<file path="src/rtl/led_frame_scheduler.sv">
// led_frame_scheduler
//   Walks one LED-strip frame out of a synchronous frame buffer and serves it to the serial bit
//   transmitter one bit per request, MSB first, 24-bit GRB words. While a pixel is shifting,
//   the next one is prefetched into a staging register so word boundaries need no memory wait.
//   After the last bit the latch gap is signalled and completion is reported.
//
//   Optional feature: define LED_SCHED_AUTO_REFRESH_EN to loop from the latch gap straight
//   into the next frame (continuous refresh, frame_start ignored, busy held high).
//
// Ports
//   clk, rst          system clock, synchronous active-high reset
//   frame_start       request transmission of the buffer (accepted only when idle)
//   busy              high from accepted start until frame_done
//   frame_done        one-cycle pulse once the latch gap has elapsed
//   mem_rd_en         frame-buffer read strobe; mem_rd_data is valid the following cycle
//   mem_addr          frame-buffer pixel address
//   mem_rd_data       24-bit pixel word from the frame buffer
//   new_bit_rqst      transmitter consumed the current bit and wants the next
//   bit_to_transmit   current bit presented to the transmitter
//   all_bits_shifted  high when no frame bits are being served (transmitter drives latch gap)
//   latch_done        transmitter finished the latch gap
module led_frame_scheduler #(
  parameter int unsigned NUM_LEDS = 64,
  parameter int unsigned ADDR_W   = 6
) (
  input  logic              clk,
  input  logic              rst,
  input  logic              frame_start,
  output logic              busy,
  output logic              frame_done,
  output logic              mem_rd_en,
  output logic [ADDR_W-1:0] mem_addr,
  input  logic [23:0]       mem_rd_data,
  input  logic              new_bit_rqst,
  output logic              bit_to_transmit,
  output logic              all_bits_shifted,
  input  logic              latch_done
);

  localparam logic [ADDR_W:0] LastPix   = (ADDR_W + 1)'(NUM_LEDS - 1);
  localparam logic [ADDR_W:0] PenultPix = (ADDR_W + 1)'(NUM_LEDS - 2);
  localparam logic [4:0]      TopBit    = 5'd23;

  typedef enum logic [2:0] {StIdle, StPrefetch, StLoad, StShift, StLatch} state_e;

  state_e state_q, state_d;

  logic [23:0]       shift_q, shift_d;
  logic [23:0]       stage_q, stage_d;
  logic              stage_valid_q, stage_valid_d;
  logic [4:0]        bit_cnt_q, bit_cnt_d;
  logic [ADDR_W:0]   pix_q, pix_d;       // index of the pixel currently in the shift register
  logic [ADDR_W-1:0] addr_q, addr_d;     // address of the next buffer read
  logic              pf_issue_q, pf_issue_d;  // strobe a prefetch read this cycle
  logic              pf_cap_q, pf_cap_d;      // prefetch data arrives this cycle
  logic              frame_done_q, frame_done_d;

  logic is_last;
  logic word_end;

  assign is_last  = (pix_q == LastPix);
  assign word_end = (state_q == StShift) && new_bit_rqst && (bit_cnt_q == 5'd0);

  // State register
  always_ff @(posedge clk) begin
    if (rst) begin
      state_q <= StIdle;
    end else begin
      state_q <= state_d;
    end
  end

  // Next-state logic
  always_comb begin
    state_d = state_q;
    case (state_q)
      StIdle:     if (frame_start) state_d = StPrefetch;
      StPrefetch: state_d = StLoad;
      StLoad:     state_d = StShift;
      StShift:    if (word_end && is_last) state_d = StLatch;
      StLatch: begin
        if (latch_done) begin
`ifdef LED_SCHED_AUTO_REFRESH_EN
          state_d = StPrefetch;
`else
          state_d = StIdle;
`endif
        end
      end
      default:    state_d = StIdle;
    endcase
  end

  // Outputs
  always_comb begin
    busy             = (state_q != StIdle);
    all_bits_shifted = (state_q != StShift);
    mem_rd_en        = (state_q == StPrefetch) || ((state_q == StShift) && pf_issue_q);
    mem_addr         = addr_q;
    bit_to_transmit  = shift_q[23];
    frame_done       = frame_done_q;
  end

  // Datapath next-state
  always_comb begin
    shift_d       = shift_q;
    stage_d       = stage_q;
    stage_valid_d = stage_valid_q;
    bit_cnt_d     = bit_cnt_q;
    pix_d         = pix_q;
    addr_d        = addr_q;
    pf_issue_d    = pf_issue_q;
    pf_cap_d      = pf_cap_q;
    frame_done_d  = 1'b0;

    case (state_q)
      StIdle: begin
        if (frame_start) begin
          pix_d         = '0;
          addr_d        = '0;
          stage_valid_d = 1'b0;
          pf_issue_d    = 1'b0;
          pf_cap_d      = 1'b0;
        end
      end
      StLoad: begin
        shift_d    = mem_rd_data;
        bit_cnt_d  = TopBit;
        addr_d     = addr_q + 1'b1;
        pf_issue_d = !is_last;
      end
      StShift: begin
        if (pf_issue_q) begin
          pf_issue_d = 1'b0;
          pf_cap_d   = 1'b1;
        end
        if (pf_cap_q) begin
          stage_d       = mem_rd_data;
          stage_valid_d = 1'b1;
          pf_cap_d      = 1'b0;
        end
        if (new_bit_rqst) begin
          if (bit_cnt_q != 5'd0) begin
            shift_d   = {shift_q[22:0], 1'b0};
            bit_cnt_d = bit_cnt_q - 5'd1;
          end else if (!is_last) begin
            shift_d       = stage_q;
            stage_valid_d = 1'b0;
            bit_cnt_d     = TopBit;
            pix_d         = pix_q + 1'b1;
            // Only advance the address while a further pixel is still to be fetched, so the
            // address never runs past the last pixel.
            if (pix_q < PenultPix) begin
              addr_d     = addr_q + 1'b1;
              pf_issue_d = 1'b1;
            end
          end
          // On the final bit of the frame the shift register holds its last value.
        end
      end
      StLatch: begin
        if (latch_done) begin
          frame_done_d  = 1'b1;
          pix_d         = '0;
          addr_d        = '0;
          stage_valid_d = 1'b0;
          pf_issue_d    = 1'b0;
          pf_cap_d      = 1'b0;
        end
      end
      default: ;
    endcase
  end

  // Datapath registers
  always_ff @(posedge clk) begin
    if (rst) begin
      shift_q       <= '0;
      stage_q       <= '0;
      stage_valid_q <= 1'b0;
      bit_cnt_q     <= '0;
      pix_q         <= '0;
      addr_q        <= '0;
      pf_issue_q    <= 1'b0;
      pf_cap_q      <= 1'b0;
      frame_done_q  <= 1'b0;
    end else begin
      shift_q       <= shift_d;
      stage_q       <= stage_d;
      stage_valid_q <= stage_valid_d;
      bit_cnt_q     <= bit_cnt_d;
      pix_q         <= pix_d;
      addr_q        <= addr_d;
      pf_issue_q    <= pf_issue_d;
      pf_cap_q      <= pf_cap_d;
      frame_done_q  <= frame_done_d;
    end
  end

  // The transmitter's request spacing guarantees the staging word is ready at a word boundary.
  always @(posedge clk) begin
    if (!rst && word_end && !is_last) begin
      assert (stage_valid_q) else $error("led_frame_scheduler: staging empty at word boundary");
    end
  end

endmodule
</file>
<file path="config.mk">
export PLATFORM = sky130hd
export DESIGN_NAME = led_frame_scheduler
export DESIGN_NICKNAME = d
export VERILOG_FILES = /design/src/rtl/led_frame_scheduler.sv
export SDC_FILE = /design/constraint.sdc
export NUM_CORES = 1
export LEC_CHECK = 0
export ABC_AREA = 1
export BUFFER_PORTS_ARGS = -buffer_cell sky130_fd_sc_hd__buf_2
export CORE_MARGIN = 3
export CORE_UTILIZATION = 59
export DETAILED_ROUTE_END_ITERATION = 8
export PLACE_DENSITY = 0.89
export SYNTH_ARGS = -nofsm -noshare
export SYNTH_HDL_FRONTEND = slang
export SYNTH_SLANG_ARGS = --single-unit
</file>
<file path="constraint.sdc">
create_clock -name clk -period 3.5 [get_ports clk]
set_input_delay 1.05 -clock clk [delete_from_list [all_inputs] [get_ports clk]]
set_output_delay 1.05 -clock clk [all_outputs]
set_load 0.02 [all_outputs]
</file>
# Yosys cells after proc, flatten, opt, wreduce, memory -nomap -nowiden
# Cells that the tools add are included.
# W data, S select, Z words.
[word_totals] in_bits=29 out_inout_bits=11 wordCells=85 regBits=72
[classes] mux=36 reduce_logical=21 bitwise_logic=1 n_addsub=3 n_eq_ne=14 n_lt_le_gt_ge=1
[op_table] op="$mux W24" n=3
[op_table] op="$pmux W24 S2" n=1
[op_table] op="$mux W6" n=6
[op_table] op="$mux W7" n=5
[op_table] op="$pmux W6 S4" n=1
[op_table] op="$pmux W7 S3" n=1
[op_table] op="$mux W5" n=3
[op_table] op="$pmux W3 S5" n=1
[op_table] op="$ne A2 B2 Y1 const B" n=6
[op_table] op="$reduce_and A3 Y1" n=4
[op_table] op="$pmux W5 S2" n=1
[op_table] op="$mux W1" n=9
[op_table] op="$mux W3" n=3
[op_table] op="$add A7 B1 Y7 const B" n=1
[op_table] op="$eq A7 B6 Y1 const B" n=1
[op_table] op="$lt A7 B6 Y1 const B" n=1
[op_table] op="$reduce_and A7 Y1" n=1
[op_table] op="$add A6 B1 Y6 const B" n=1
[op_table] op="$eq A3 B2 Y1 const B" n=2
[op_table] op="$ne A3 B2 Y1 const B" n=2
[op_table] op="$reduce_and A6 Y1" n=1
[op_table] op="$reduce_bool A3 Y1" n=2
[op_table] op="$logic_not A5 Y1" n=1
[op_table] op="$reduce_bool A5 Y1" n=1
[op_table] op="15 further kinds" n=18

# Depth between registers and ports, before layout
[depth] depth_word=6 ltp_mapped=11 ltp_nobuf=10

# Worst setup path before layout
# OpenSTA, ideal clock, no wires.
[synth_path] path_kind="register -> output" startpoint="register state_q[2]" endpoint="output all_bits_shifted" t_required_ns=2.450 stages_incl_launch_ff=5 setup_slack_ns=1.522 n_path_buf=2 t_arrival_ns=0.928 cell_sequence="dfxtp_1 > inv_2 > nand3_4 > buf_6 > buf_2"
[synth_via] elab_chain_len=1
[synth_lines] element="start, declared" line="46" text="state_e state_q, state_d;"
[synth_lines] element="start signal, assigned" line="67" text="state_q <= StIdle;"
[synth_lines] element="start signal, assigned" line="69" text="state_q <= state_d;"
[synth_lines] element="$ne A3 B2 Y1" line="97" text="all_bits_shifted = (state_q != StShift);"
[synth_lines] element="end, declared" line="36" text="output logic all_bits_shifted,"
# No other way between the ends.

# Worst setup path after layout
[layout_path] startpoint="register state_q[1]" endpoint="output mem_rd_en"
[layout_via] elab_chain_len=3 elab_cells_between_ends=4 classes_between="2 x eq/ne; 2 x reduce/logical"
[layout_lines] element="$eq A3 B2 Y1" line="98" text="mem_rd_en = (state_q == StPrefetch) || ((state_q == StShift) && pf_issue_q);"
[layout_lines] element="$logic_and A1 B1 Y1" line="98"
[layout_lines] element="$logic_or A1 B1 Y1 (*)" line="98"
[layout_lines] element="end, declared" line="31" text="output logic mem_rd_en,"
# Mark *: on every way between the ends. The rest lies on a longest branch, timed or not.

==> flow_summary.ini <==
[job]
cap_violations = 0

[synth]
synth_cell_types = 31
syn_area_mm2 = 0.00382
yosysSeqAreaShare_pct = 37.7
yosysWarnings = 0
yosysTopAreaCellShare_pct = 37.7
ys_ff_latch = 72
synth.area.top_cells = dfxtp_1, nand2_1, a21oi_1, nor2_1, nand3_1
synth_fp_nets = 617
netlist_instances = 585
synth_area_per_cell_um2 = 6.53
yosysTopAreaCell = dfxtp_1

[cts]
tritoncts = done
cts_resized = 0
cts_sinks = 72
worstSkewPairLatency_ps = 350
cts_setup_buffers = 0
cts_htree_levels = 3
cts_root_buffer = clkbuf_8
clockBufferDepth = 2
cts_made_buffers = 9
holdBufCountCts = 0
cts.clk_slew.worst_paths_ps = 80

[timing]
slew_headroom_pct = 43.6
worstMarginPinSlew_ps = 843
grt_setup_unrepaired = no
skew_ps = 7.91
finalCriticalPeriod_ps = 2800
max_freq_mhz = 357
slew_violations = 0
setup_viol = 0
fin_crit_sh_pct = 80.1
finalSetupTns_ps = 0
worst_hold_slack_ps = 458
hold_viol = 0
fin_ws_ps = 695

[placed_design]
dp_slack_ps = 1100
dp_hpwl_mm = 5.43
portBuffers = 39
dp_cells = 673
routabilityCongestion = 0.770

[setup_path]
worstPathMaxFanout = 33
cp_slowest_stage_delay_ps = 480
path_buf_inv = 2
critPathTopFamily = buffers and inverters
path_class = flop to output pin
path_common_cell = nand2_1
critical_path.startpoint_type = flop
end_kind = output pin
cp.required_ps = 2450
cp.arrival_ps = 1750
crit_slowest_cell = dfxtp_1
cp_cell_sequence = nand3_4 -> inv_2 -> nand2_1 -> nand2_1 -> buf_2

[floorplan]
ios = 40
fp.dieW_um = 86.5
die_h_um = 86.5
start_util_pct = 62.7
row_count = 28
die-area_mm2 = 0.00748
core_mm2 = 0.00610

[route]
drtIter0Drc = 260
drcViolationCount = 0
viasPerCell = 5.36
wl_per_cell_um = 12.4
drtAntennaViolNets = 0
via_count = 3696
drtPass1Iterations = 5
drt-total-wl_mm = 8.52

[cells_and_area]
layout_commonest_cell = nand2_1
drive_above_1_share_pct = 14.0
n_antenna_cell = 0
post_layout_nonfiller_instances = 689
final_cell_mix = nand2_1, dfxtp_1, nor2_1, a21oi_1, inv_1
syn_to_final_growth_pct = 9.11
final_nets = 641
fillers = 522

[global_route]
first_global_vias = 3448
antenna_found_initial = 0
overflow = 0
track_usage_pct = 24.5
grt_max_degree = 60
grt_first_pass_wirelength_mm = 14.9

[pwr]
peakVddDrop_uv = 314
powerDensity_mw_per_mm2 = 509
leakage_nw = 1.88

[run_status]
status = finished, final reports clean

[hold_path]
min_path_type = flop to flop
[cell usage after synthesis, drive strengths merged]
| library cell | number |
|---|---|
| a21oi | 69 |
| a31oi | 1 |
| buf | 18 |
| clkbuf | 13 |
| clkinv | 1 |
| dfxtp | 72 |
| ha | 3 |
| inv | 54 |
| nand2 | 181 |
| nand3 | 53 |
| nand4 | 4 |
| nor2 | 75 |
| nor3 | 1 |
| o211ai | 1 |
| o21ai | 26 |
| o21bai | 1 |
| o31ai | 3 |
| or2 | 4 |
| xnor2 | 2 |
| xor2 | 3 |
[stage by stage]
stage               util (%)  instance area [um2]  power, mW
finish                  68.4                 4170       2.12
global route            68.4                 4170       2.25
CTS                     68.4                 4170       2.13
detailed placement      64.8                 3950       1.41
global placement        64.8                 3950       1.39
floorplan                  -                 3820       1.33
[final cells by class]
cell class,count,area (um2),share of cell area [%]
Multi-Input combinational cell,427,1970,47.3
Sequential cell,72,1440,34.6
Timing Repair Buffer,44,233,5.58
Inverter,55,206,4.95
Clock buffer,10,128,3.06
Tap cell,75,93.8,2.25
Clock inverter,6,92.6,2.22
[registers in the layout, indices dropped and copies added, names as in the netlist]
register	cells
shift_q	24
stage_q	24
pix_q	7
mem_addr	6
bit_cnt_q	5
state_q	3
frame_done	1
pf_cap_q	1
pf_issue_q	1
[report_power, final]
part / internal, mW / leakage, nW / switching [mW]
combinational: 0.144 / 1.19 / 0.340
clock: 0.405 / 0.103 / 0.321
sequential: 0.879 / 0.585 / 0.0323
total: 1.43 / 1.88 / 0.693
[routing by layer]
layer,up-vias,global-route usage [%],part of all wire [%]
met1,1652,28.6,43
met3,19,6.84,7.4
met4,0,7.65,1.6
met2,119,43.3,48
li1,1906,-,-
met5,-,0,0
[logic make-up after synthesis]
family          synth area share [%]
compound gates                  13.9
xor+xnor                        1.15
fa+ha+maj                      0.983
buf+inv                         10.6
flops                           37.7
simple gates                    35.6
[worst min-delay path, cell delays in order (launching register included)]
cell	delay, ps
dfxtp_1	300
inv_1	60
a21oi_1	50
[path summary, 6_finish.rpt]
check | from | end | cells past startpoint | slack [ps]
hold / removal | stage_q[0] | stage_q[0] | 2 | 460
setup / recovery | state_q[1] | mem_rd_en | 5 | 700
setup reg to reg | state_q[2] | bit_cnt_q[0] | 8 | 1170
hold reg to reg | stage_q[0] | stage_q[0] | 2 | 460
(Power assumes the default switching activity.)
